==> config.mk <==
export PLATFORM = sky130hd
export DESIGN_NAME = vx_fpu_dispatch
export DESIGN_NICKNAME = d
export VERILOG_FILES = /design/src/rtl/vx_fpu_dispatch.sv
export SDC_FILE = /design/constraint.sdc
export NUM_CORES = 1
export LEC_CHECK = 0
export CAP_MARGIN = 20
export CORE_AREA = 5 5 669 671
export DETAILED_ROUTE_END_ITERATION = 16
export DIE_AREA = 0 0 674 676
export PLACE_DENSITY = 0.3
export SLEW_MARGIN = 10
export SYNTH_ARGS = -nofsm -noshare
export SYNTH_HDL_FRONTEND = slang
export SYNTH_SLANG_ARGS = --single-unit
==> constraint.sdc <==
create_clock -name clk -period 14.3 [get_ports clk]
set_clock_uncertainty 0.15 [all_clocks]
set_input_delay 2.86 -clock clk [delete_from_list [all_inputs] [get_ports clk]]
set_output_delay 2.86 -clock clk [all_outputs]
set_load 0.005 [all_outputs]
==> src/rtl/vx_fpu_dispatch.sv <==
// FP core dispatcher: steers requests to one of NUM_FPC cores and merges their
// responses round-robin into a single registered output stage.
`timescale 1ns/1ps
module vx_fpu_dispatch #(
  parameter int unsigned NUM_FPC     = 10,
  parameter int unsigned LANES       = 4,
  parameter int unsigned TAGW        = 4,
  parameter int unsigned MAX_PENDING = 8,
  localparam int unsigned FPC_BITS   = (NUM_FPC > 1) ? $clog2(NUM_FPC) : 1,
  localparam int unsigned PCNTW      = (MAX_PENDING > 0) ? $clog2(MAX_PENDING + 1) : 1
) (
  input  logic                          clk,
  input  logic                          reset,
  input  logic                          valid_in,
  output logic                          ready_in,
  input  logic [TAGW-1:0]               tag_in,
  input  logic [FPC_BITS-1:0]           core_sel,
  output logic [NUM_FPC-1:0]            core_valid_in,
  input  logic [NUM_FPC-1:0]            core_ready_in,
  input  logic [NUM_FPC-1:0]            core_valid_out,
  output logic [NUM_FPC-1:0]            core_ready_out,
  input  logic [NUM_FPC*LANES*32-1:0]   core_result,
  input  logic [NUM_FPC-1:0]            core_has_fflags,
  input  logic [NUM_FPC*LANES*5-1:0]    core_fflags,
  input  logic [NUM_FPC*TAGW-1:0]       core_tag_out,
  output logic                          valid_out,
  input  logic                          ready_out,
  output logic [LANES*32-1:0]           result,
  output logic [LANES*5-1:0]            fflags,
  output logic                          has_fflags,
  output logic [TAGW-1:0]               tag_out,
  output logic [PCNTW-1:0]              pending,
  output logic                          sel_err
);

  typedef struct packed {
    logic [LANES*32-1:0] result;
    logic [LANES*5-1:0]  fflags;
    logic                has_fflags;
    logic [TAGW-1:0]     tag;
  } resp_t;

  resp_t                resp_q, resp_d;
  logic                 valid_q, valid_d;
  logic [FPC_BITS-1:0]  rr_ptr_q, rr_ptr_d;
  logic [PCNTW-1:0]     pending_q, pending_d;
  logic                 sel_err_q, sel_err_d;

  logic                 room, sel_ok, sel_ready;
  logic                 in_fire, out_fire, accept;
  logic                 any_valid;
  logic [FPC_BITS-1:0]  grant;
  int unsigned          arb_idx;

  // The tag travels to the cores on an external path; it is not needed here.
  logic unused_tag_in;
  assign unused_tag_in = ^tag_in;

  assign room     = (pending_q < PCNTW'(MAX_PENDING));
  assign sel_ok   = (32'(core_sel) < NUM_FPC);
  assign in_fire  = valid_in && ready_in && sel_ok;
  assign out_fire = valid_q && ready_out;
  assign accept   = !valid_q || ready_out;

  // Request steering; an out-of-range select is swallowed with ready_in high.
  always_comb begin
    sel_ready     = 1'b0;
    core_valid_in = '0;
    for (int i = 0; i < int'(NUM_FPC); i++) begin
      if (core_sel == FPC_BITS'(i)) begin
        sel_ready        = core_ready_in[i];
        core_valid_in[i] = valid_in && room;
      end
    end
    ready_in = sel_ok ? (room && sel_ready) : 1'b1;
  end

  // Round-robin search starting at rr_ptr_q, wrapping modulo NUM_FPC.
  always_comb begin
    any_valid = 1'b0;
    grant     = '0;
    arb_idx   = 0;
    for (int k = 0; k < int'(NUM_FPC); k++) begin
      arb_idx = 32'(rr_ptr_q) + 32'(k);
      if (arb_idx >= NUM_FPC) arb_idx = arb_idx - NUM_FPC;
      if (!any_valid && core_valid_out[FPC_BITS'(arb_idx)]) begin
        any_valid = 1'b1;
        grant     = FPC_BITS'(arb_idx);
      end
    end
  end

  always_comb begin
    resp_d         = resp_q;
    valid_d        = valid_q;
    rr_ptr_d       = rr_ptr_q;
    core_ready_out = '0;
    if (any_valid) core_ready_out[grant] = accept;
    if (accept) begin
      valid_d = any_valid;
      if (any_valid) begin
        resp_d.result     = core_result[int'(grant)*LANES*32 +: LANES*32];
        resp_d.fflags     = core_fflags[int'(grant)*LANES*5 +: LANES*5];
        resp_d.has_fflags = core_has_fflags[grant];
        resp_d.tag        = core_tag_out[int'(grant)*TAGW +: TAGW];
        rr_ptr_d          = (32'(grant) == NUM_FPC - 1) ? '0 : grant + FPC_BITS'(1);
      end
    end
  end

  // In-flight count: simultaneous issue and retire cancel out.
  always_comb begin
    pending_d = pending_q;
    if (in_fire && !out_fire && room) begin
      pending_d = pending_q + PCNTW'(1);
    end else if (out_fire && !in_fire && (pending_q != '0)) begin
      pending_d = pending_q - PCNTW'(1);
    end
    sel_err_d = sel_err_q | (valid_in & ~sel_ok);
  end

  always_ff @(posedge clk or posedge reset) begin
    if (reset) begin
      resp_q    <= '0;
      valid_q   <= 1'b0;
      rr_ptr_q  <= '0;
      pending_q <= '0;
      sel_err_q <= 1'b0;
    end else begin
      resp_q    <= resp_d;
      valid_q   <= valid_d;
      rr_ptr_q  <= rr_ptr_d;
      pending_q <= pending_d;
      sel_err_q <= sel_err_d;
    end
  end

  assign valid_out  = valid_q;
  assign result     = resp_q.result;
  assign fflags     = resp_q.fflags;
  assign has_fflags = resp_q.has_fflags;
  assign tag_out    = resp_q.tag;
  assign pending    = pending_q;
  assign sel_err    = sel_err_q;

endmodule

==> summary.txt, run 1 <==
root buf cell - clkbuf_16
Distinct cells, synth - 92
vias in the first global route - 34,100
mapped cell area - 0.0224 mm²
Achievable Freq - 0.0884 GHz
Yosys Warn Count - 0
Top FF cell, synth - dfrtp_1
fraction of registers with async set/reset - 100%
first-pass GRT wire length - 476,000 µm
Placer Congestion - 0.888
CP max stage delay - 0.78 ns
Starting Density - 5.07%
relative slew slack - -0.265%
Post-route DRC - 0
Synth top area share - 18.2%
CP cell instances - clkdlybuf4s50_1 -> mux4_2 -> a22oi_1 -> o32ai_1 -> nor3b_2 -> nand4b_1 -> nor4b_2 -> and3_1 -> o21a_1 -> a21oi_1 -> nand3b_1 -> nor4_1 -> clkdlybuf4s50_1
RSZ-0062 raised after global routing - no
DR WL/cell - 38.3 µm
Die X - 674 µm
Sinks on Clock Net - 163
CP max stage cell - nor4b_2
fin. max-slew vios - 1
drt first pass iters - 5
post-cts resize count - 0
Hold WC Path Type - flip-flop to flip-flop
Synth-to-Final Area Change - 113%
CP max FO - 9
Crit Path Category - input port to output pin
latest clock arrival within the worst-skew pair - 0.61 ns
HPWL after DPL - 358,000 µm
Worst R2R Path Depth - 21
initial antenna violation count - 415
Arr. time, crit path - 8.31 ns
Max Cap Viol - 1
Via density - 3.30
hold_sp - sel_err
cts bufs inserted - 21
I/O Buffers - 1,737
#FFs+latches synth - 163
Core Region - 0.441 mm²
Final Cycle Share - 79.1%
leading cell type in the layout, fill and taps excluded - clkdlybuf4s50_1
total congestion overflow - 0
Syn Nets - 4,546
run status - finished, violations left
Setup crit end kind - output pin
Buf/Inv on CP - 2
1st-iter DRT viols - 2,736
final setup fails - 0
Final Hold Vio Count - 0
most frequent cells in the layout - 1,737 x clkdlybuf4s50_1, 650 x nand2_1, 320 x mux2i_1
Final ANT Viol Nets - 0
largest net degree at the start of global routing - 127
Worst Setup Start Kind - input port
Setup TNS - 0 ns
Mapped Avg Cell Area - 7.55 µm²
post-CTS setup buffer count - 0
Hold Crit Endpoint - sel_err
share of layout cells above drive strength 1 - 4.95%
final WL - 402,000 µm
Vias - 34,700
failing checks - max-capacitance violations, max-slew violations
Worst Tran Pin Value - 1.46 ns
area leader, netlist - dfrtp_1
Max H-tree Level - 4
Tot GR Track Use - 16.8%
worst hold path depth - 1
Critical Path Most Common Cell - clkdlybuf4s50_1
Top Ports - 1,742
die area - 0.456 mm²
synth top area cells - dfrtp_1 18%, mux2i_1 14%, nand2_1 11%
Top delay family on crit path - simple AND/OR/NAND/NOR gates
Final min period - 11.32 ns
Die Y - 676 µm
RR Startpoint - rr_ptr_q[1]
Post-CTS Hold Buffers - 0
reg2reg end - result[4]
final layout net count - 6,086
Cells after Synth - 2,959
TritonCTS clock tree - yes
Clock Path Buffers - 3
post-synthesis sequential area ratio - 18.2%
number of flops mapped to enable cells by yosys - 0
row cnt - 244
Required @ worst endpoint - 11.29 ns
R2R setup slack - 4.04 ns
Worst-path clk slew - 0.07 ns
stage by stage:
stage,cells,instance area (µm²),worst slack (ns),hold slack (ns),utilization (%)
after detailed placement,10400,46700,2.99,0.336,10.6
after global routing,10500,47400,2.53,0.366,10.8
final,10500,47600,2.98,0.346,10.8
after global placement,10400,46700,2.93,0.324,10.6
after floorplan,2959,22400,5.34,0.318,-
after CTS,10400,47300,2.84,0.357,10.7
per-layer routing:
layer	vias to the layer above	share of wire (%)	track usage [%]	routed length [µm]
met4	210	2.4	3.18	9630
li1	14600	-	-	-
met1	17200	38	19.1	154000
met2	2071	47	28.3	191000
met5	-	0.34	0	1380
met3	726	12	8.36	47300
layout make-up:
cell class | instances | area, µm²
fillers | 51200 | 393000
repair buffers | 1854 | 18400
multi-input cells | 2285 | 16200
well taps | 5904 | 7390
flip-flops and latches | 163 | 4080
inverters | 174 | 661
clock buffers | 24 | 567
diodes | 105 | 263
clock inverters | 9 | 65.1
cells by family (layout without fill, tap and decap cells):
logic type | Yosys count | count (layout) | synth area share, %
AOI/OAI and AO/OA | 1082 | 1082 | 38.2
and+or+nand+nor | 814 | 814 | 15.4
buffers and inverters | 511 | 2061 | 10.1
muxes | 343 | 343 | 15.8
DFF | 163 | 163 | 18.2
adders and majority gates | 25 | 25 | 1.47
xor gates and xnor gates | 21 | 21 | 0.856
other | 0 | 105 | 0
synth_stat cells, drive strengths merged (11+ instances only):
library cell and instances:
nand2b 17, mux2 13, a311oi 156, mux2i 323
dfrtp 163, o221ai 154, nor2 42, a21o 12
a21oi 179, or3 11, inv 173, ha 23
nor3 21, buf 160, xnor2 17, a211oi 316
o21ai 30, clkbuf 177, nand2 650, o32a 154
state kept, by name (all words and copies together) (netlist names):
name,count
result,128
fflags,20
pending,4
rr_ptr_q,4
tag_out,4
has_fflags,1
sel_err,1
valid_out,1
worst max-delay path by stage:
stage                   endpoint               from  cells after the start
2_1_floorplan  core_ready_out[6]  core_valid_out[5]                     14
3_3_place_gp   core_ready_out[2]  core_valid_out[0]                     13
3_5_place_dp   core_ready_out[3]  core_valid_out[0]                     13
4_1_cts        core_ready_out[0]        rr_ptr_q[0]                     18
5_1_grt        core_ready_out[0]        rr_ptr_q[0]                     18
6_report       core_ready_out[3]  core_valid_out[1]                     13
Power of run 1 is left out: the tool's default activity adds up to more than one toggle a clock period on the data nets, which glitch-free logic cannot reach.
==> inputs of run 2 (changes only) <==
CORE_AREA = 5 5 677 679   (was 5 5 669 671)
DIE_AREA = 0 0 682 684   (was 0 0 674 676)
clock period = 11.5 ns   (was 14.3 ns; I/O delays follow)
==> run 2 against run 1 <==
  * The run now ends clean
  * Flip-flop and latch count is the same
  * Register-to-register slack lost 1.2 ns
  * Global-route usage shrank 0.50 points
  * Final cell count grew 0.30%
  * Utilization shrank 0.20 points
  * Non-clock buffer count grew 19
  * Sequential share of layout area is essentially flat
  * First-iteration DRC count grew 0.29%
  * Largest cell class unchanged
  * Critical path type unchanged
==> summary.txt, run 2 (synthesis results as in run 1) <==
Die Y - 684 µm
DR WL/cell - 37.6 µm
Placer Congestion - 0.919
I/O Buffers - 1,737
post-cts resize count - 0
run status - finished, final reports clean
HPWL after DPL - 352,000 µm
drt first pass iters - 5
CP max FO - 9
Setup crit end kind - output pin
post-CTS setup buffer count - 0
Worst-path clk slew - 0.08 ns
Required @ worst endpoint - 9.05 ns
latest clock arrival within the worst-skew pair - 0.62 ns
Starting Density - 4.95%
Via density - 3.28
Clock Path Buffers - 3
fill count - 52,400
vias in the first global route - 34,900
Max Cap Viol - 0
Hold WC Path Type - flip-flop to flip-flop
relative slew slack - 13.0%
Post-route DRC - 0
Sinks on Clock Net - 163
Final min period - 10.56 ns
Worst Tran Pin Value - 1.30 ns
top routing layer in use - met5
Crit Path Category - input port to output pin
Synth-to-Final Area Change - 114%
die area - 0.466 mm²
Final Cycle Share - 91.9%
Final Hold Vio Count - 0
fin. max-slew vios - 0
RSZ-0062 raised after global routing - no
final WL - 397,000 µm
Max H-tree Level - 4
first-pass GRT wire length - 477,000 µm
most frequent cells in the layout - 1,736 x clkdlybuf4s50_1, 650 x nand2_1, 321 x mux2i_1
final setup fails - 0
total congestion overflow - 0
leading cell type in the layout, fill and taps excluded - clkdlybuf4s50_1
Place WS - 1.03 ns
share of layout cells above drive strength 1 - 5.48%
worst setup path startpoint - core_valid_out[0]
Hold Slack - 0.341 ns
Tot GR Track Use - 16.3%
Core Region - 0.451 mm²
initial antenna violation count - 355
root buf cell - clkbuf_16
Final ANT Viol Nets - 0
Routed met3 length - 41,800 µm
Vias - 34,600
slack of the critical path - 0.936 ns
1st-iter DRT viols - 2,744
Non-Filler Instances - 10,600
RR Startpoint - rr_ptr_q[1]
Top Ports - 1,742
final layout net count - 6,105
largest net degree at the start of global routing - 127
Achievable Freq - 0.0947 GHz
Worst Setup Start Kind - input port
Arr. time, crit path - 8.11 ns
Die X - 682 µm
DR WL met2 - 184,000 µm
cts bufs inserted - 21
TritonCTS clock tree - yes
number of flip-flops under the largest register name - 128
Post-CTS Hold Buffers - 0
wire length on met1 - 161,000 µm
Setup TNS - 0 ns
dpl cells - 10,500
row cnt - 247
hold_sp - sel_err
[run 2: cell count changes in the layout (fill, tap and decap cells not counted), sizes merged]
cell	change
buf	+19
clkinvlp	+3
clkdlybuf4s50	-1
diode	-59
bufinv	+1
clkinv	-3
inv	-1
clkbuf	+1
[run 2: through the flow]
| step | util [%] | area (µm²) |
|---|---|---|
| floorplan | - | 22400 |
| global placement | 10.4 | 47000 |
| detailed placement | 10.4 | 47100 |
| CTS | 10.6 | 47700 |
| global route | 10.6 | 47800 |
| finish | 10.6 | 47800 |
[run 2: layout make-up]
cell class | instances | area (µm²) | share of cell area [%]
Timing Repair Buffer | 1873 | 18700 | 39.0
Multi-Input combinational cell | 2285 | 16200 | 33.9
Tap cell | 5976 | 7480 | 15.6
Sequential cell | 163 | 4080 | 8.53
Inverter | 174 | 661 | 1.38
Clock buffer | 24 | 547 | 1.14
Antenna cell | 46 | 115 | 0.241
Clock inverter | 9 | 87.6 | 0.183
[run 2: worst max-delay path, stage by stage]
cell	delay (ns)
clkdlybuf4s50_1	0.62
mux4_2	0.55
a22oi_1	0.20
o32ai_1	0.17
nor3b_2	0.56
nand4b_1	0.38
nor4b_2	0.74
and3_1	0.44
o21a_1	0.17
a21oi_1	0.07
nand3b_1	0.47
buf_4	0.35
nor4_1	0.44
clkdlybuf4s50_1	0.62
[run 2: path summary, 6_finish.rpt]
path	to	slack, ns	depth (start not counted)
min	sel_err	0.34	1
max in group asynchronous	sel_err	7.20	4
min reg2reg	sel_err	0.34	1
max reg2reg	result[24]	2.85	21
min in group asynchronous	result[120]	1.96	2
max	core_ready_out[2]	0.94	14
[run 2: routing by layer]
layer	track usage, %	vias to the layer above
li1	-	14500
met1	19.5	17300
met2	27.1	1972
met3	7.12	624
met4	2.52	158
met5	0	-
Power of run 2 is left out for the same reason.
==> inputs of run 3 (changes only) <==
CELL_PAD_IN_SITES_DETAIL_PLACEMENT = 0   (was unset)
CELL_PAD_IN_SITES_GLOBAL_PLACEMENT = 1   (was unset)
CORE_AREA = 5 5 679 681   (was 5 5 677 679)
DIE_AREA = 0 0 684 686   (was 0 0 682 684)
==> run 3 against run 2 <==
  * Sequential share of layout area hardly changed
  * Critical path type unchanged
  * Critical endpoint unchanged
  * Non-clock buffer count down 14
  * Utilization shrank 0.086 points
  * Count of clock-buffer cells in the layout is 1 lower
==> summary.txt, run 3 (synthesis results as in run 1) <==
Die X - 684 µm
Achievable Freq - 0.102 GHz
post-CTS setup buffer count - 0
Worst Setup Start Kind - input port
Synth-to-Final Area Change - 114%
first-pass GRT wire length - 434,000 µm
wire length on met1 - 150,000 µm
total congestion overflow - 0
post-cts resize count - 0
final layout net count - 6,091
Routed met3 length - 37,000 µm
Via density - 3.12
Core Region - 0.455 mm²
hold_sp - sel_err
DR WL met2 - 163,000 µm
Vias - 32,900
drt first pass iters - 7
Arr. time, crit path - 7.37 ns
Hold Slack - 0.353 ns
Worst Tran Pin Value - 1.36 ns
leading cell type in the layout, fill and taps excluded - clkdlybuf4s50_1
Clock Path Buffers - 3
fin. max-slew vios - 0
Sinks on Clock Net - 163
run status - finished, final reports clean
largest net degree at the start of global routing - 112
Worst R2R Path Depth - 19
RR Startpoint - rr_ptr_q[1]
Crit Path Category - input port to output pin
vias in the first global route - 33,800
Post-Layout Inst Area - 0.0478 mm²
row cnt - 248
final WL - 355,000 µm
die area - 0.469 mm²
Top Ports - 1,742
initial antenna violation count - 214
Final min period - 9.82 ns
Hold Crit Endpoint - sel_err
DP Area - 0.0470 mm²
Placer Congestion - 0.868
reg2reg end - result[90]
number of flip-flops under the largest register name - 128
Setup crit end kind - output pin
I/O Buffers - 1,737
R2R setup slack - 2.89 ns
Critical Path Most Common Cell - clkdlybuf4s50_1
Final Cycle Share - 85.4%
cts bufs inserted - 21
Final ANT Viol Nets - 0
final setup fails - 0
HPWL after DPL - 308,000 µm
CP max FO - 10
Worst-path clk slew - 0.07 ns
Hold WC Path Type - flip-flop to flip-flop
top routing layer in use - met5
dpl cells - 10,500
CP max stage cell - nor4b_2
RSZ-0062 raised after global routing - no
Non-Filler Instances - 10,600
Tot GR Track Use - 14.4%
CP cell instances - clkdlybuf4s50_1 -> mux4_2 -> a22oi_1 -> o32ai_1 -> nor3b_2 -> nand4b_1 -> nor4b_2 -> and3_1 -> o21a_1 -> a21oi_1 -> nand3b_1 -> buf_4 -> nor4_1 -> clkdlybuf4s50_1
most frequent cells in the layout - 1,732 x clkdlybuf4s50_1, 650 x nand2_1, 323 x mux2i_1
Post-route DRC - 0
root buf cell - clkbuf_16
DR WL/cell - 33.7 µm
Die Y - 686 µm
TritonCTS clock tree - yes
Final Hold Vio Count - 0
worst hold path depth - 1
share of layout cells above drive strength 1 - 5.38%
Max H-tree Level - 4
Max Cap Viol - 0
Required @ worst endpoint - 9.05 ns
Starting Density - 4.92%
1st-iter DRT viols - 2,309
latest clock arrival within the worst-skew pair - 0.60 ns
Post-CTS Hold Buffers - 0
Setup TNS - 0 ns
relative slew slack - 9.08%
CP max stage delay - 0.75 ns
==> run 3: worst max-delay path by stage <==
stage / start / end / slack (ns) / cells after the start
global placement: core_valid_out[0] / result[60] / 1.39 / 17
finish: core_valid_out[1] / core_ready_out[2] / 1.68 / 14
floorplan: core_valid_out[5] / core_ready_out[6] / 3.66 / 14
detailed placement: core_valid_out[6] / result[90] / 1.69 / 14
CTS: core_valid_out[6] / core_ready_out[4] / 1.74 / 11
global route: core_valid_out[1] / core_ready_out[3] / 1.40 / 14
==> run 3: routing by layer <==
metal | track usage [%] | up-vias
met2 | 23.7 | 1523
met5 | 0 | -
met1 | 17.9 | 16400
met4 | 1.39 | 118
met3 | 6.58 | 351
li1 | - | 14500
==> run 3: per-stage QoR <==
stage	utilization (%)	setup slack, ns
3_3_place_gp	10.3	1.39
3_5_place_dp	10.3	1.69
4_1_cts	10.5	1.74
6_report	10.5	1.68
5_1_grt	10.5	1.40
2_1_floorplan	-	3.66
==> run 3: layout make-up <==
type | count | area (µm²)
Sequential cell | 163 | 4080
Inverter | 174 | 661
Multi-Input combinational cell | 2285 | 16300
Clock inverter | 10 | 123
Timing Repair Buffer | 1859 | 18500
Fill cell | 52600 | 407000
Clock buffer | 23 | 553
Antenna cell | 43 | 108
Tap cell | 6000 | 7510
==> run 3: critical path: cells and delay by family <==
kind / cells / cell delay (ns)
mux: 1 / 0.55
compound gates: 4 / 0.54
buf+inv: 3 / 1.48
simple gates: 6 / 2.48
Power of run 3 is left out for the same reason.
